`config.mk`:
```
export PLATFORM = sky130hd
export DESIGN_NAME = uart_tx_arbiter
export DESIGN_NICKNAME = d
export VERILOG_FILES = /design/src/rtl/uart_tx_arbiter.sv
export SDC_FILE = /design/constraint.sdc
export NUM_CORES = 1
export LEC_CHECK = 0
export BUFFER_PORTS_ARGS = -buffer_cell sky130_fd_sc_hd__buf_2
export CAP_MARGIN = 40
export CELL_PAD_IN_SITES_DETAIL_PLACEMENT = 0
export CELL_PAD_IN_SITES_GLOBAL_PLACEMENT = 1
export CORE_ASPECT_RATIO = 0.5
export CORE_MARGIN = 2
export CORE_UTILIZATION = 41
export CTS_BUF_LIST = sky130_fd_sc_hd__clkbuf_4 sky130_fd_sc_hd__clkbuf_8
export CTS_CLUSTER_SIZE = 12
export DETAILED_ROUTE_END_ITERATION = 10
export GPL_TIMING_DRIVEN = 0
export MAX_ROUTING_LAYER = met4
export PLACE_DENSITY = 0.85
export SLEW_MARGIN = 10
export SYNTH_ARGS = -nofsm -noshare
export SYNTH_HDL_FRONTEND = slang
export SYNTH_SLANG_ARGS = --single-unit
```
`constraint.sdc`:
```
create_clock -name CLK50M -period 2.5 [get_ports CLK50M]
set_clock_uncertainty 0.1 [all_clocks]
set_input_delay 0.5 -clock CLK50M [delete_from_list [all_inputs] [get_ports CLK50M]]
set_output_delay 0.5 -clock CLK50M [all_outputs]
set_load 0.005 [all_outputs]
```
`src/rtl/uart_tx_arbiter.sv`:
```
// uart_tx_arbiter: round-robin owner of one shared UART transmit engine.
// Packets keep the grant until LAST; a watchdog clears stalled owners.
module uart_tx_arbiter #(
  parameter int N_REQ   = 2,
  parameter int TIMEOUT = 1023
) (
  input  logic               CLK50M,
  input  logic               RST_N,
  input  logic [N_REQ-1:0]   REQ_VALID,
  input  logic [8*N_REQ-1:0] REQ_DATA,
  input  logic [N_REQ-1:0]   REQ_LAST,
  output logic [N_REQ-1:0]   REQ_READY,
  output logic [N_REQ-1:0]   GRANT,
  output logic               TX_START,
  output logic [7:0]         TX_DATA,
  input  logic               TX_BUSY,
  input  logic               TX_DONE,
  output logic               TIMEOUT_ERR
);
  localparam int IW = $clog2(N_REQ);
  localparam int WW = $clog2(TIMEOUT + 1);
  localparam logic [N_REQ-1:0] ONE = N_REQ'(1);

  typedef enum logic [1:0] {
    IDLE, LOAD, SEND, WAIT
  } state_t;

  state_t           state, state_n;
  logic [IW-1:0]    ptr, ptr_n;
  logic [IW-1:0]    own, own_n;
  logic [IW-1:0]    pick;
  logic             last_q, last_n;
  logic [WW-1:0]    wd, wd_n;
  logic [N_REQ-1:0] grant_n;
  logic             start_n;
  logic             err_n;
  logic [7:0]       data_n;
  logic             found;
  logic             hs;
  logic             wd_lim;

  // first valid requester after the last owner, wrapping
  always_comb begin
    int idx;
    pick  = ptr;
    found = 1'b0;
    for (int k = 1; k <= N_REQ; k++) begin
      idx = (int'(ptr) + k) % N_REQ;
      if (!found && REQ_VALID[IW'(idx)]) begin
        pick  = IW'(idx);
        found = 1'b1;
      end
    end
  end

  assign REQ_READY = (state == LOAD && !TX_BUSY)
                   ? (ONE << own) : '0;
  assign hs     = (state == LOAD) && !TX_BUSY
                && REQ_VALID[own];
  assign wd_lim = (wd == WW'(TIMEOUT - 1));

  always_comb begin
    state_n = state;
    ptr_n   = ptr;
    own_n   = own;
    last_n  = last_q;
    wd_n    = wd;
    grant_n = GRANT;
    start_n = 1'b0;
    data_n  = TX_DATA;
    err_n   = TIMEOUT_ERR;
    unique case (state)
      IDLE: begin
        if (found) begin
          own_n   = pick;
          grant_n = ONE << pick;
          wd_n    = '0;
          state_n = LOAD;
        end
      end
      LOAD: begin
        if (hs) begin
          data_n  = REQ_DATA[{own, 3'b000} +: 8];
          last_n  = REQ_LAST[own];
          start_n = 1'b1;
          state_n = SEND;
        end else if (wd_lim) begin
          err_n   = 1'b1;
          ptr_n   = own;
          grant_n = '0;
          state_n = IDLE;
        end else begin
          wd_n = wd + WW'(1);
        end
      end
      SEND: begin
        wd_n    = '0;
        state_n = WAIT;
      end
      WAIT: begin
        // a done on the limit cycle still counts as success
        if (TX_DONE) begin
          if (last_q) begin
            ptr_n   = own;
            grant_n = '0;
            state_n = IDLE;
          end else begin
            wd_n    = '0;
            state_n = LOAD;
          end
        end else if (wd_lim) begin
          err_n   = 1'b1;
          ptr_n   = own;
          grant_n = '0;
          state_n = IDLE;
        end else begin
          wd_n = wd + WW'(1);
        end
      end
      default: state_n = IDLE;
    endcase
  end

  always_ff @(posedge CLK50M or negedge RST_N) begin
    if (!RST_N) begin
      state       <= IDLE;
      ptr         <= IW'(N_REQ - 1);
      own         <= '0;
      last_q      <= 1'b0;
      wd          <= '0;
      GRANT       <= '0;
      TX_START    <= 1'b0;
      TX_DATA     <= 8'h00;
      TIMEOUT_ERR <= 1'b0;
    end else begin
      state       <= state_n;
      ptr         <= ptr_n;
      own         <= own_n;
      last_q      <= last_n;
      wd          <= wd_n;
      GRANT       <= grant_n;
      TX_START    <= start_n;
      TX_DATA     <= data_n;
      TIMEOUT_ERR <= err_n;
    end
  end

endmodule

```
==> impl_metrics.json, run 1 <==
{
  "status": "complete, no violations",
  "crit_start": "wd[0]",
  "synth.ff_latch_count": 27,
  "critPathMaxFanout": 7,
  "netSwitchingFraction": 0.3965,
  "globalplace.congestion": 0.8132,
  "place_area_sq_um": 1713,
  "diodes": 0,
  "critPathLaunchType": "flip-flop",
  "syn_area_sq_um": 1464,
  "fin_ws_ns": 0.2715,
  "vdd_ir_drop_max_mv": 0.5481,
  "wl_per_cell_um": 13.37,
  "grt_usage": 0.1780,
  "path_buf_inv": 1,
  "area_growth_pct": 20.17,
  "vias_per_cell": 5.452,
  "reg2reg_setup_slack_ns": 0.27,
  "antenna_found_initial": 0,
  "cts.clk_slew.worst_paths_ns": 0.09,
  "design_area_sq_um": 1759,
  "multi_input_area_sq_um": 737.0,
  "cp_top_family": "compound AO/OA/AOI/OAI gates",
  "nets": 217,
  "numCtsBuffers": 3,
  "layout-drive-gt1-share": 0.2737,
  "stdcell_count": 241,
  "num_rows": 15,
  "ant_nets": 0,
  "holdBufCountCts": 0,
  "insertion_delay_ns": 0.27,
  "syn-num-nets": 175,
  "powerDensity_nw_per_um2": 1011,
  "synth_edf_count": 0,
  "vias": 1314,
  "slowest_stage": "a2111oi_0",
  "async_flop_share": 1.000,
  "synthDistinctLibCells": 39,
  "grt_setup_unrepaired": "no",
  "maxSlewHeadroom": 0.5346,
  "path_cells": "inv_1, ha_1, nand3_1, a2111oi_0, o32ai_1, a22o_1",
  "fillerInstances": 327,
  "hold_path_class": "input port to async pin",
  "ctsResizeCount": 0,
  "p_switching_mw": 0.7052,
  "grt-ovfl-total": 0,
  "die_h_um": 46.25,
  "comb_power_share": 0.470,
  "p_seq_frac": 0.391,
  "netlist_instances": 149,
  "cts_setup_buffers": 0,
  "io_buffers": 37,
  "die_width_um": 88.51,
  "dr_wl_met2_mm": 1.446,
  "grt_start_max_net_pins": 28,
  "finalMaxSlewViolations": 0,
  "io_pins": 38,
  "root_buffer": "clkbuf_8",
  "synth-main-ff-cell": "dfrtp_1",
  "grt_pass1_vias": 1182,
  "core_sq_um": 3435,
  "yosys_warnings": 0,
  "reg2reg_from": "wd[0]",
  "dpl.hpwl_mm": 2.394,
  "dpl_worst_slack_ns": 0.3102,
  "p_clk_frac": 0.139,
  "start_util": 0.4262,
  "cts.sinks": 27,
  "max_stage_delay_ns": 0.67,
  "fin_tns_setup_ns": 0,
  "cap_violations": 0,
  "fmaxAchievable_ghz": 0.4487,
  "timing_hold_violations_final": 0,
  "drc": 0,
  "power.internal_mw": 1.073,
  "rr_endpoint": "GRANT[0]",
  "dr_wl_met3_um": 134,
  "rr_worst_depth": 6,
  "wirelength_mm": 3.221,
  "drt_first_pass_iters": 4,
  "dpl.cell_count": 237,
  "die_area_sq_um": 4093,
  "synth_seq_area_share": 0.4624,
  "critPathCaptureType": "flip-flop",
  "path_class": "flip-flop to flip-flop",
  "register_area_sq_um": 676.9,
  "cts_tree": "done",
  "drt-initial-drc-count": 64,
  "fin_crit_ns": 2.228,
  "grt_pass1_wl_mm": 5.361,
  "setup_viol": 0,
  "crit_arrival_ns": 2.30,
  "p_leak_nw": 0.8226,
  "htree_num_levels": 1,
  "avgSynthCellArea_sq_um": 9.825,
  "clk_path_buf_depth": 2,
  "tightest_slew_ns": 0.6805,
  "period_share": 0.8914,
  "top_layer": "met4",
  "cp.required_ns": 2.57,
  "post-route-util": 0.5122,
  "met1Wirelength_mm": 1.629
}
## registers in the layout, summed over array words and instances (netlist names)
register	cells
ptr	1
GRANT	2
TX_DATA	8
TIMEOUT_ERR	1
last_q	1
wd	10
state	2
TX_START	1
own	1
## worst register-to-register path: cells and delay by family (launching register included)
family / cells / cell delay (ns)
compound gates: 3 / 1.09
fa+ha+maj: 1 / 0.18
buf+inv: 1 / 0.12
flops: 1 / 0.42
simple gates: 1 / 0.23
## cells in the mapped netlist, drive strengths merged (2+ instances only)
master  count  area (sq um)
dfrtp      26         650.6
a21o        5         37.54
a31oi       2         12.51
inv         4         15.01
and2        2         12.51
nand4       4         25.02
o31ai       3         22.52
buf         6         35.03
nand3       7         35.03
nand2       6         22.52
o21ai       9         45.04
or3         4         25.02
ha          2         25.02
and3        3         18.77
a21oi      19         95.09
mux2i      11         122.6
or4         2         15.01
and4        2         17.52
nor2       16         60.06
## power by group through the flow
stage | combinational (mW) | sequential, mW | clock, mW
4_1_cts | 0.844 | 0.697 | 0.253
6_report | 0.836 | 0.695 | 0.247
3_3_place_gp | 0.818 | 0.697 | 0
5_1_grt | 0.943 | 0.720 | 0.272
3_5_place_dp | 0.843 | 0.702 | 0
2_1_floorplan | 0.583 | 0.694 | 0
## kinds of logic after synthesis
logic type,share of synthesized area
flip-flops,0.4624
multiplexers,0.09145
buffers and inverters,0.03418
AND/OR/NAND/NOR,0.1795
AO/OA/AOI/OAI,0.2154
adder cells (fa/ha/maj),0.01709
## area by class of cell
class | instances | area share
multi-input combinational | 112 | 0.4189
sequential | 27 | 0.3848
timing repair buffer | 37 | 0.1053
tap | 51 | 0.03627
clock buffer | 3 | 0.02347
buffer | 6 | 0.01991
inverter | 4 | 0.008535
clock inverter | 1 | 0.002845
## cell usage in the layout (no fill, tap or decap), types with 3 or more instances in the layout
| cell | instances |
|---|---|
| and3_1 | 3 |
| or3_1 | 4 |
| nor2_1 | 16 |
| clkbuf_8 | 3 |
| mux2i_1 | 10 |
| o31ai_1 | 3 |
| inv_1 | 4 |
| a21o_1 | 5 |
| o21ai_0 | 8 |
| dfrtp_1 | 26 |
| a21oi_1 | 19 |
| nand4_1 | 4 |
| nand2_1 | 6 |
| nand3_1 | 7 |
| buf_2 | 41 |
## how the worst max path moves through the flow
stage              endpoint  slack (ns)  cells after the start
6_report           GRANT[0]        0.27                      6
5_1_grt            GRANT[0]        0.07                      6
4_1_cts        REQ_READY[0]        0.26                      4
3_5_place_dp       GRANT[0]        0.31                      6
3_3_place_gp       GRANT[0]        0.35                      6
2_1_floorplan      GRANT[0]        0.73                      6
## layer usage
metal,vias to the layer above,GRT usage
met3,2,0.03943
met5,-,-
li1,645,-
met4,0,0.04848
met1,635,0.2497
met2,32,0.2617
## per-stage QoR
step | power, mW | hold WS, ns
4_1_cts | 1.794 | 0.1439
5_1_grt | 1.935 | 0.1688
3_5_place_dp | 1.545 | 0.3521
3_3_place_gp | 1.515 | 0.3484
6_report | 1.778 | 0.1193
2_1_floorplan | 1.277 | 0.1044
Note: power is estimated with default switching activity, not from simulation.
==> inputs of run 2 (changes only) <==
- CORE_ASPECT_RATIO: 0.5 -> 0.75
==> impl_metrics.json, run 2 (synthesis gave the netlist of run 1 again) <==
{
  "fmaxAchievable_ghz": 0.4551,
  "tightest_slew_ns": 0.6657,
  "largest_reg_flops": 10,
  "die_area_sq_um": 4069,
  "core_sq_um": 3356,
  "io_pins": 38,
  "grt_usage": 0.1793,
  "drc": 0,
  "most-common-layout-cells": "buf_2, dfrtp_1, a21oi_1",
  "num_rows": 18,
  "path_class": "flip-flop to output port",
  "crit_arrival_ns": 1.60,
  "die_width_um": 73.00,
  "hold_path_class": "input port to async pin",
  "vias": 1340,
  "dpl_worst_slack_ns": 0.3774,
  "layout.cells.most_common": "buf_2",
  "hold_ws_ns": 0.1181,
  "layout-drive-gt1-share": 0.2737,
  "cts_tree": "done",
  "diodes": 0,
  "crit_start": "own",
  "period_share": 0.8789,
  "fin_crit_ns": 2.197,
  "io_buffers": 37,
  "cts.clk_slew.worst_paths_ns": 0.09,
  "status": "complete, no violations",
  "ant_nets": 0,
  "fin_tns_setup_ns": 0,
  "multi_input_area_sq_um": 737.0,
  "slowest_stage": "buf_1",
  "setup_viol": 0,
  "wl_per_cell_um": 14.88,
  "timing_hold_violations_final": 0,
  "globalplace.congestion": 0.8808,
  "fin_ws_ns": 0.3028,
  "path_cells": "buf_2, buf_1, nor2_1, buf_2",
  "cp.required_ns": 1.90,
  "numCtsBuffers": 3,
  "top_regs": "wd (10), TX_DATA (8)",
  "critPathLaunchType": "flip-flop",
  "maxSlewHeadroom": 0.5448,
  "vias_per_cell": 5.826,
  "holdBufCountCts": 0,
  "finalMaxSlewViolations": 0,
  "max_stage_delay_ns": 0.55,
  "top_register": "wd",
  "area_growth_pct": 19.40,
  "reg2reg_from": "wd[0]",
  "register_area_sq_um": 676.9,
  "grt_pass1_vias": 1235,
  "drt_first_pass_iters": 4,
  "insertion_delay_ns": 0.27,
  "htree_num_levels": 1,
  "root_buffer": "clkbuf_8",
  "cpMostUsedCell": "buf_2",
  "fillerInstances": 314,
  "vdd_ir_drop_max_mv": 0.4218,
  "dpl.hpwl_mm": 2.598,
  "drt-initial-drc-count": 104,
  "cts.sinks": 27,
  "path_buf_inv": 3,
  "grt_pass1_wl_mm": 5.582,
  "grt-ovfl-total": 0,
  "critPathCaptureType": "output port",
  "start_util": 0.4362,
  "clk_path_buf_depth": 2,
  "grt_setup_unrepaired": "no",
  "nets": 217,
  "ctsResizeCount": 0,
  "cap_violations": 0,
  "powerDensity_nw_per_um2": 1025,
  "antenna_found_initial": 0,
  "p_leak_nw": 0.8233,
  "wirelength_mm": 3.422,
  "cp_top_family": "buffers and inverters",
  "cts_setup_buffers": 0,
  "die_h_um": 55.75,
  "grt_start_max_net_pins": 28,
  "critPathMaxFanout": 10
}
run 2: cell types whose count changed in the layout (fill, tap and decap cells not counted), sizes merged:
cell	before	now
clkbuf	3	4
clkinv	1	0
run 2: area by class of cell:
type,count,area share
multi-input cells,112,0.4216
clock buffers,4,0.02792
inverters,4,0.008590
flip-flops and latches,27,0.3873
plain buffers,6,0.02004
well taps,40,0.02863
repair buffers,37,0.1059
run 2: layer usage:
metal | GRT usage | vias up | share of wire
li1 | - | 637 | -
met1 | 0.2457 | 657 | 0.46
met2 | 0.2690 | 42 | 0.47
met3 | 0.04529 | 4 | 0.067
met4 | 0.03704 | 0 | 0.0073
met5 | - | - | 0
run 2: final timing paths:
| check | to | slack [ns] | depth (start not counted) |
|---|---|---|---|
| max in group asynchronous | TX_DATA[6] | 1.78 | 1 |
| worst min-delay path | wd[4] | 0.12 | 1 |
| worst min register to register | TIMEOUT_ERR | 0.37 | 1 |
| min in group CLK50M | TIMEOUT_ERR | 0.37 | 1 |
| worst max register to register | GRANT[1] | 0.34 | 6 |
| worst max-delay path | REQ_READY[0] | 0.30 | 4 |
run 2: power by group:
group          switching, mW  internal [mW]  total (mW)  leakage (nW)
combinational          0.471          0.372       0.843         0.464
sequential             0.107          0.590       0.697         0.333
clock                  0.127          0.125       0.252        0.0262
total                  0.705           1.09        1.79         0.823
run 2: per-stage QoR:
stage / cells / util / instance area (sq um) / total power [mW]
floorplan: 149 / - / 1464 / 1.277
global placement: 226 / 0.5063 / 1699 / 1.515
detailed placement: 226 / 0.5063 / 1699 / 1.550
CTS: 230 / 0.5209 / 1748 / 1.813
global route: 230 / 0.5209 / 1748 / 1.945
finish: 230 / 0.5209 / 1748 / 1.792
run 2: worst register-to-register path, cell delays in order (launching register included):
cell and delay, ns:
dfrtp_1 0.41, inv_1 0.10, ha_1 0.17, nand3_1 0.23, a2111oi_0 0.66, o32ai_1 0.19
a21o_1 0.21
